$ cat src/rtl/linemult_pkg.sv
// Shared defaults, multiplication-range limits and the timing-window struct for the line multiplier.
package linemult_pkg;

    localparam int unsigned H_CNT_W_DEF  = 12;
    localparam int unsigned V_CNT_W_DEF  = 11;
    localparam int unsigned COLOR_W_DEF  = 8;
    localparam int unsigned MAX_MULT_DEF = 5;
    localparam int unsigned WARN_W_DEF   = 24;

    localparam int unsigned MULT_MIN   = 1;
    localparam int unsigned MULT_LIMIT = 7;

    // Window arithmetic runs at this width so sums of counter-width fields cannot overflow.
    localparam int unsigned TCFG_W = 16;

    typedef struct packed {
        logic [TCFG_W-1:0] sync_len;
        logic [TCFG_W-1:0] act_start;
        logic [TCFG_W-1:0] act_stop;
        logic [TCFG_W-1:0] mask;
    } tcfg_t;

    function automatic tcfg_t mk_tcfg(input logic [TCFG_W-1:0] sync_len,
                                      input logic [TCFG_W-1:0] backporch,
                                      input logic [TCFG_W-1:0] active,
                                      input logic [TCFG_W-1:0] mask);
        tcfg_t t;
        t.sync_len  = sync_len;
        t.act_start = sync_len + backporch;
        t.act_stop  = sync_len + backporch + active;
        t.mask      = mask;
        return t;
    endfunction

    function automatic logic in_active(input tcfg_t t, input logic [TCFG_W-1:0] pos);
        return (pos >= t.act_start) && (pos < t.act_stop);
    endfunction

    // Written as pos+mask < stop so an oversized mask yields an empty window, never a wrap.
    function automatic logic in_unmasked(input tcfg_t t, input logic [TCFG_W-1:0] pos);
        return (pos >= t.act_start + t.mask) && (pos + t.mask < t.act_stop);
    endfunction

    function automatic logic [2:0] clamp_mult(input logic [2:0] req, input int unsigned max_mult);
        int unsigned lim;
        lim = (max_mult > MULT_LIMIT) ? MULT_LIMIT : max_mult;
        if (req == 3'd0 || 32'(req) > lim)
            return 3'(MULT_MIN);
        return req;
    endfunction

endpackage

$ cat src/rtl/linemult_pixproc.sv
// Per-component pixel stages 2 (mask blanking) and 3 (scanline darkening).
// Scanline darkening exists only when LINEMULT_SCANLINES_EN is defined; otherwise stage 3 is a plain delay.
module linemult_pixproc
    import linemult_pkg::*;
#(
    parameter int unsigned COLOR_W = COLOR_W_DEF
) (
    input  logic               clk_i,
    input  logic               rst_ni,
    input  logic [COLOR_W-1:0] pix_i,
    input  logic               vis_i,
    input  logic               sl_hit_i,
    input  logic [COLOR_W-1:0] sl_str_i,
    output logic [COLOR_W-1:0] pix_o
);

    logic [COLOR_W-1:0] pix2_q;
    logic [COLOR_W-1:0] pix3_q;

`ifdef LINEMULT_SCANLINES_EN
    logic sl2_q;

    always_ff @(posedge clk_i or negedge rst_ni) begin
        if (!rst_ni) begin
            pix2_q <= '0;
            sl2_q  <= 1'b0;
            pix3_q <= '0;
        end else begin
            pix2_q <= vis_i ? pix_i : '0;
            sl2_q  <= sl_hit_i;
            if (sl2_q)
                pix3_q <= (pix2_q > sl_str_i) ? (pix2_q - sl_str_i) : '0;
            else
                pix3_q <= pix2_q;
        end
    end
`else
    logic unused_sl;
    assign unused_sl = ^{sl_hit_i, sl_str_i};

    always_ff @(posedge clk_i or negedge rst_ni) begin
        if (!rst_ni) begin
            pix2_q <= '0;
            pix3_q <= '0;
        end else begin
            pix2_q <= vis_i ? pix_i : '0;
            pix3_q <= pix2_q;
        end
    end
`endif

    assign pix_o = pix3_q;

endmodule

$ cat src/rtl/linemult_timing_gen.sv
// Line-multiplying output timing generator: sub-line counters, sync/DE and 3-stage pixel pipeline.
// LINEMULT_SCANLINES_EN enables scanline darkening in linemult_pixproc; latency is 3 either way.
module linemult_timing_gen
    import linemult_pkg::*;
#(
    parameter int unsigned H_CNT_W  = H_CNT_W_DEF,
    parameter int unsigned V_CNT_W  = V_CNT_W_DEF,
    parameter int unsigned COLOR_W  = COLOR_W_DEF,
    parameter int unsigned MAX_MULT = MAX_MULT_DEF,
    parameter int unsigned WARN_W   = WARN_W_DEF
) (
    input  logic               PCLK_in,
    input  logic               reset_n,
    input  logic               hs_lead,
    input  logic               vs_lead,
    input  logic [H_CNT_W-1:0] cfg_hmax,
    input  logic [2:0]         cfg_mult,
    input  logic [H_CNT_W-1:0] cfg_h_synclen,
    input  logic [H_CNT_W-1:0] cfg_h_backporch,
    input  logic [H_CNT_W-1:0] cfg_h_active,
    input  logic [H_CNT_W-1:0] cfg_h_mask,
    input  logic [V_CNT_W-1:0] cfg_v_synclen,
    input  logic [V_CNT_W-1:0] cfg_v_backporch,
    input  logic [V_CNT_W-1:0] cfg_v_active,
    input  logic [V_CNT_W-1:0] cfg_v_mask,
    input  logic               cfg_sl_en,
    input  logic [2:0]         cfg_sl_id,
    input  logic [COLOR_W-1:0] cfg_sl_str,
    input  logic [COLOR_W-1:0] R_lbuf,
    input  logic [COLOR_W-1:0] G_lbuf,
    input  logic [COLOR_W-1:0] B_lbuf,
    output logic [H_CNT_W:0]   lbuf_rdaddr,
    output logic [COLOR_W-1:0] R_out,
    output logic [COLOR_W-1:0] G_out,
    output logic [COLOR_W-1:0] B_out,
    output logic               HSYNC_out,
    output logic               VSYNC_out,
    output logic               DE_out,
    output logic [V_CNT_W-1:0] lines_out,
    output logic               h_unstable
);

    localparam logic [2:0] SYNC_IDLE = 3'b110;  // {hsync, vsync, de}

    logic [H_CNT_W-1:0] hcnt_q, hcnt_d;
    logic [2:0]         sub_idx_q, sub_idx_d;
    logic [V_CNT_W-1:0] vcnt_q, vcnt_d;
    logic               wr_half_q, wr_half_d;
    logic [2:0]         mult_act_q, mult_act_d;
    logic [V_CNT_W-1:0] lines_q, lines_d;
    logic [WARN_W-1:0]  warn_q, warn_d;
    logic [2:0]         last_sub;

    assign last_sub = mult_act_q - 3'd1;

    always_comb begin
        hcnt_d     = hcnt_q + H_CNT_W'(1);
        sub_idx_d  = sub_idx_q;
        vcnt_d     = vcnt_q;
        wr_half_d  = wr_half_q;
        mult_act_d = mult_act_q;
        lines_d    = lines_q;
        warn_d     = warn_q;

        if (hs_lead) begin
            hcnt_d    = '0;
            sub_idx_d = '0;
            vcnt_d    = vcnt_q + V_CNT_W'(1);
            wr_half_d = ~wr_half_q;
        end else if (hcnt_q == cfg_hmax) begin
            hcnt_d    = '0;
            sub_idx_d = (sub_idx_q < last_sub) ? sub_idx_q + 3'd1 : last_sub;
        end

        if (vs_lead) begin
            vcnt_d     = '0;
            lines_d    = vcnt_q;
            mult_act_d = clamp_mult(cfg_mult, MAX_MULT);
        end

        // A line start anywhere but the end of the last sub-line restarts the hold-off.
        if (hs_lead && (sub_idx_q != last_sub || hcnt_q != cfg_hmax))
            warn_d = WARN_W'(1);
        else if (warn_q != '0)
            warn_d = warn_q + WARN_W'(1);
    end

    always_ff @(posedge PCLK_in or negedge reset_n) begin
        if (!reset_n) begin
            hcnt_q     <= '0;
            sub_idx_q  <= '0;
            vcnt_q     <= '0;
            wr_half_q  <= 1'b0;
            mult_act_q <= 3'(MULT_MIN);
            lines_q    <= '0;
            warn_q     <= '0;
        end else begin
            hcnt_q     <= hcnt_d;
            sub_idx_q  <= sub_idx_d;
            vcnt_q     <= vcnt_d;
            wr_half_q  <= wr_half_d;
            mult_act_q <= mult_act_d;
            lines_q    <= lines_d;
            warn_q     <= warn_d;
        end
    end

    assign lbuf_rdaddr = {~wr_half_q, hcnt_q};
    assign lines_out   = lines_q;
    assign h_unstable  = (warn_q != '0);

    tcfg_t             h_tc, v_tc;
    logic [TCFG_W-1:0] hpos, vpos;
    logic [2:0]        sync1_d, sync1_q, sync2_q, sync3_q;
    logic              vis1_d, vis1_q, sl1_d, sl1_q;

    assign h_tc = mk_tcfg(TCFG_W'(cfg_h_synclen), TCFG_W'(cfg_h_backporch),
                          TCFG_W'(cfg_h_active), TCFG_W'(cfg_h_mask));
    assign v_tc = mk_tcfg(TCFG_W'(cfg_v_synclen), TCFG_W'(cfg_v_backporch),
                          TCFG_W'(cfg_v_active), TCFG_W'(cfg_v_mask));
    assign hpos = TCFG_W'(hcnt_q);
    assign vpos = TCFG_W'(vcnt_q);

    assign sync1_d = {~(hpos < h_tc.sync_len), ~(vpos < v_tc.sync_len),
                      in_active(h_tc, hpos) && in_active(v_tc, vpos)};
    assign vis1_d  = in_unmasked(h_tc, hpos) && in_unmasked(v_tc, vpos);
    assign sl1_d   = cfg_sl_en && (sub_idx_q == cfg_sl_id);

    // Stage-1 flags line up with the line-buffer data, which lags the address by one cycle.
    always_ff @(posedge PCLK_in or negedge reset_n) begin
        if (!reset_n) begin
            sync1_q <= SYNC_IDLE;
            sync2_q <= SYNC_IDLE;
            sync3_q <= SYNC_IDLE;
            vis1_q  <= 1'b0;
            sl1_q   <= 1'b0;
        end else begin
            sync1_q <= sync1_d;
            sync2_q <= sync1_q;
            sync3_q <= sync2_q;
            vis1_q  <= vis1_d;
            sl1_q   <= sl1_d;
        end
    end

    assign HSYNC_out = sync3_q[2];
    assign VSYNC_out = sync3_q[1];
    assign DE_out    = sync3_q[0];

    linemult_pixproc #(.COLOR_W(COLOR_W)) u_pix_r (
        .clk_i    (PCLK_in),
        .rst_ni   (reset_n),
        .pix_i    (R_lbuf),
        .vis_i    (vis1_q),
        .sl_hit_i (sl1_q),
        .sl_str_i (cfg_sl_str),
        .pix_o    (R_out)
    );

    linemult_pixproc #(.COLOR_W(COLOR_W)) u_pix_g (
        .clk_i    (PCLK_in),
        .rst_ni   (reset_n),
        .pix_i    (G_lbuf),
        .vis_i    (vis1_q),
        .sl_hit_i (sl1_q),
        .sl_str_i (cfg_sl_str),
        .pix_o    (G_out)
    );

    linemult_pixproc #(.COLOR_W(COLOR_W)) u_pix_b (
        .clk_i    (PCLK_in),
        .rst_ni   (reset_n),
        .pix_i    (B_lbuf),
        .vis_i    (vis1_q),
        .sl_hit_i (sl1_q),
        .sl_str_i (cfg_sl_str),
        .pix_o    (B_out)
    );

endmodule

$ cat config.mk
export PLATFORM = sky130hd
export DESIGN_NAME = linemult_timing_gen
export DESIGN_NICKNAME = d
export VERILOG_FILES = /design/src/rtl/linemult_pkg.sv /design/src/rtl/linemult_pixproc.sv /design/src/rtl/linemult_timing_gen.sv
export SDC_FILE = /design/constraint.sdc
export NUM_CORES = 1
export LEC_CHECK = 0
export ABC_CLOCK_PERIOD_IN_PS = 3200
export CAP_MARGIN = 40
export CORE_ASPECT_RATIO = 1.2
export CORE_MARGIN = 8
export CORE_UTILIZATION = 45
export CTS_CLUSTER_DIAMETER = 80
export CTS_CLUSTER_SIZE = 14
export DETAILED_ROUTE_END_ITERATION = 16
export PLACE_DENSITY = 0.83
export SLEW_MARGIN = 20
export SYNTH_ARGS = -nofsm -noshare
export SYNTH_HDL_FRONTEND = slang
export SYNTH_HIERARCHICAL = 1
export SYNTH_SLANG_ARGS = --single-unit
$ cat constraint.sdc
create_clock -name PCLK_in -period 3.2 [get_ports PCLK_in]
set_clock_uncertainty 0.1 [all_clocks]
set_input_delay 0.48 -clock PCLK_in [delete_from_list [all_inputs] [get_ports PCLK_in]]
set_output_delay 0.48 -clock PCLK_in [all_outputs]
set_load 0.02 [all_outputs]
==> results of run 1 <==
## final cells by class
cell class                 count  area, um^2  area share (%)
inverter                      81         304            1.87
timing repair buffer         432        3730            22.9
clock buffer                  19         433            2.66
clock inverter                13         120           0.737
tap                          320         400            2.46
sequential                   123        3090            18.9
multi-input combinational    973        8230            50.5
## worst register-to-register path, delay by kind of cell (launching register included)
| family | cells | cell delay [ps] |
|---|---|---|
| and+or+nand+nor | 2 | 200 |
| DFF | 1 | 400 |
| adders and majority gates | 3 | 890 |
| xor gates and xnor gates | 1 | 170 |
| AOI/OAI and AO/OA | 10 | 1990 |
## metrics by stage
step | instances | instance area (um^2) | hold WS [ps]
finish | 1961 | 16300 | 29.2
global route | 1961 | 16300 | 87.0
CTS | 1948 | 15800 | 47.6
detailed placement | 1888 | 14800 | 235
global placement | 1888 | 14800 | 231
floorplan | 1185 | 11000 | 84.4
## flip-flops by register name, summed over array words and instances, names as in the netlist
name,flops
mult_act_q,3
sync3_q,3
u_pix_g/pix_o,8
u_pix_r/pix2_q,8
u_pix_b/pix_o,8
hcnt_q,12
sync2_q,3
lines_out,11
u_pix_g/pix2_q,8
warn_q,24
u_pix_r/pix_o,8
vcnt_q,11
u_pix_b/pix2_q,8
vis1_q,1
sync1_q,3
wr_half_q,1
sub_idx_q,3
## path summary, 6_finish.rpt
kind / from / end / slack, ps / cells past startpoint
min reg2reg: u_pix_r/pix2_q[4] / u_pix_r/pix_o[4] / 240 / 0
max: cfg_v_synclen[1] / sync1_q[0] / -1270 / 23
min in group PCLK_in: u_pix_r/pix2_q[4] / u_pix_r/pix_o[4] / 240 / 0
min: reset_n / u_pix_r/pix2_q[0] / 30 / 1
max in group asynchronous: reset_n / sync2_q[2] / 2210 / 2
max reg2reg: vcnt_q[0] / vis1_q / -620 / 16
## placed cells by master, fill, tap and decap left out, types with 6 or more instances in the layout
master	n
dfrtp_1	116
xor2_1	67
nor3_1	15
mux2_2	11
nor4_1	9
nand3_1	22
nor2b_1	14
nor2_1	94
inv_1	79
a21oi_1	82
nand2_1	56
or3_1	11
o21bai_1	13
or2_2	6
xnor2_2	6
a211oi_1	8
o211ai_1	10
and3_1	6
dfstp_2	7
a21oi_2	18
fa_1	6
o21ai_0	42
ha_4	19
clkbuf_16	17
and2_1	27
ha_1	187
buf_4	244
o21ai_2	9
xnor2_1	44
o21a_1	17
nand4_1	17
nand2b_1	18
clkdlybuf4s50_1	170
a21o_1	37
o21ai_1	11
## power breakdown
part	leakage (nW)	internal (W)	switching [W]
clock	0.264	0.00107	0.000709
combinational	6.06	0.00193	0.00181
sequential	1.68	0.00159	0.0000388
## per-layer routing
metal  vias up  routed length, um
met4         0               1890
met2       347              18200
met1      5164              13600
li1       5120                  -
met5         -                  0
met3       147               1570
## repair_timing
| item | in CTS | in global routing |
|---|---|---|
| gates cloned | 0 | 0 |
| resized for setup | 72 | 83 |
| buffers inserted | 28 | 12 |
| pin swaps | 58 | 81 |
| setup endpoints to repair | 2 | 2 |
==> metrics.yaml, run 1 <==
clock_network:
  cts.clk_slew.worst_paths_ps: 60
  clkSinkCount: 123
  cts_tree: "yes"
  clock_latency_ps: 400
  numCtsBuffers: 17
  clock_path_buffers: 2
  h-tree-depth: 4
  holdBufCountCts: 0
  cts-root-buf: "clkbuf_16"
timing:
  finalHoldViolCount: 0
  tns_ps: -2540
  fin_crit_sh_pct: 140
  max_slew_margin_pct: 46.6
  worst_pin_slew_ps: 801
  period_minus_slack_ps: 4470
  maxSlewViolCount: 0
  setup_viol_count_final: 2
  max_clock_freq_ghz: 0.223
  rsz0062_at_grt: "yes"
  fin_ws_ps: -1270
global_route:
  grt_pass1_vias: 11472
  grt_antenna_before_repair: 0
  grtUsageMet1_pct: 23.8
  grt-busiest-layer: "met2"
  grt_usage_pct: 22.3
  met2_usage_pct: 40.9
  use_met3_pct: 3.93
  grt.overflow.total: 0
  grt_pass1_wl_mm: 53.8
  grt_max_degree: 59
pwr:
  total_power_w: 0.00715
  ir_worst_vdd_mv: 0.336
  power.density_nw_per_um2: 439
  leakagePower_nw: 8.00
route:
  vias: 10778
  drt_iter0_markers: 539
  viasPerCell: 5.50
  wl_per_cell_um: 18.0
  wl_mm: 35.3
  drt-pass1-iter-count: 5
  ant_nets: 0
  drc_errors: 0
final_layout:
  fill_cells: 1723
  final_nets: 1994
  diodes: 0
  drive_above_1_share_pct: 25.4
  final_util_pct: 68.0
  syn2layout_area_growth_pct: 48.4
die:
  ios: 199
  coreArea_um2: 24000
  start_util_pct: 45.8
  die_area_um2: 29700
  rows: 62
  chipHeight_um: 187
  die_x_um: 159
worst_setup_path:
  cp.required_ps: 3400
  arrival_ps: 4680
  end_kind: "register"
  crit_fanout: 4
  start_kind: "input port"
  critPathKind: "in2reg"
  crit_chain: "clkdlybuf4s15_1, fa_2, a21o_1, a21oi_2, o21bai_1, a21oi_2, o21ai_2, a21oi_2, xnor2_2, ha_4, nand2_2, nand2_2, nor3_4, xor2_2, buf_4, buf_4, buf_4, ha_4, a2111oi_4, a21o_1, maj3_2, nor2_1, nor4_2"
  crit_family: "compound AO/OA/AOI/OAI gates"
  max_stage_delay_ps: 420
  cp_slowest_cell: "fa_2"
  cp_num_buf_inv: 4
run:
  maxCapViolCount: 0
place:
  place.gp.congestion: 0.899
  portBuffers: 186
  dp_hpwl_mm: 26.2
  place_ws_ps: -2050
yosys:
  avgSynthCellArea_um2: 9.27
  synthCells: 1185
  syn_nets: 1551
  synth_warnings: 6
  synth_area_um2: 11000
run_status:
  failed_checks: "setup timing"
  status: "complete, but fails checks"
worst_hold_path:
  hold_class: "in2async"
Power figures use the tool's default switching activity.
==> run 2, diff against run 1 <==
--- a/config.mk
+++ b/config.mk
@@ -10,7 +10,6 @@
 export CORE_ASPECT_RATIO = 1.2
 export CORE_MARGIN = 8
 export CORE_UTILIZATION = 45
-export CTS_CLUSTER_DIAMETER = 80
 export CTS_CLUSTER_SIZE = 14
 export DETAILED_ROUTE_END_ITERATION = 16
 export PLACE_DENSITY = 0.83
==> results of run 2 <==
Same layout as run 1: the final DEF is identical, and so are final timing and power.
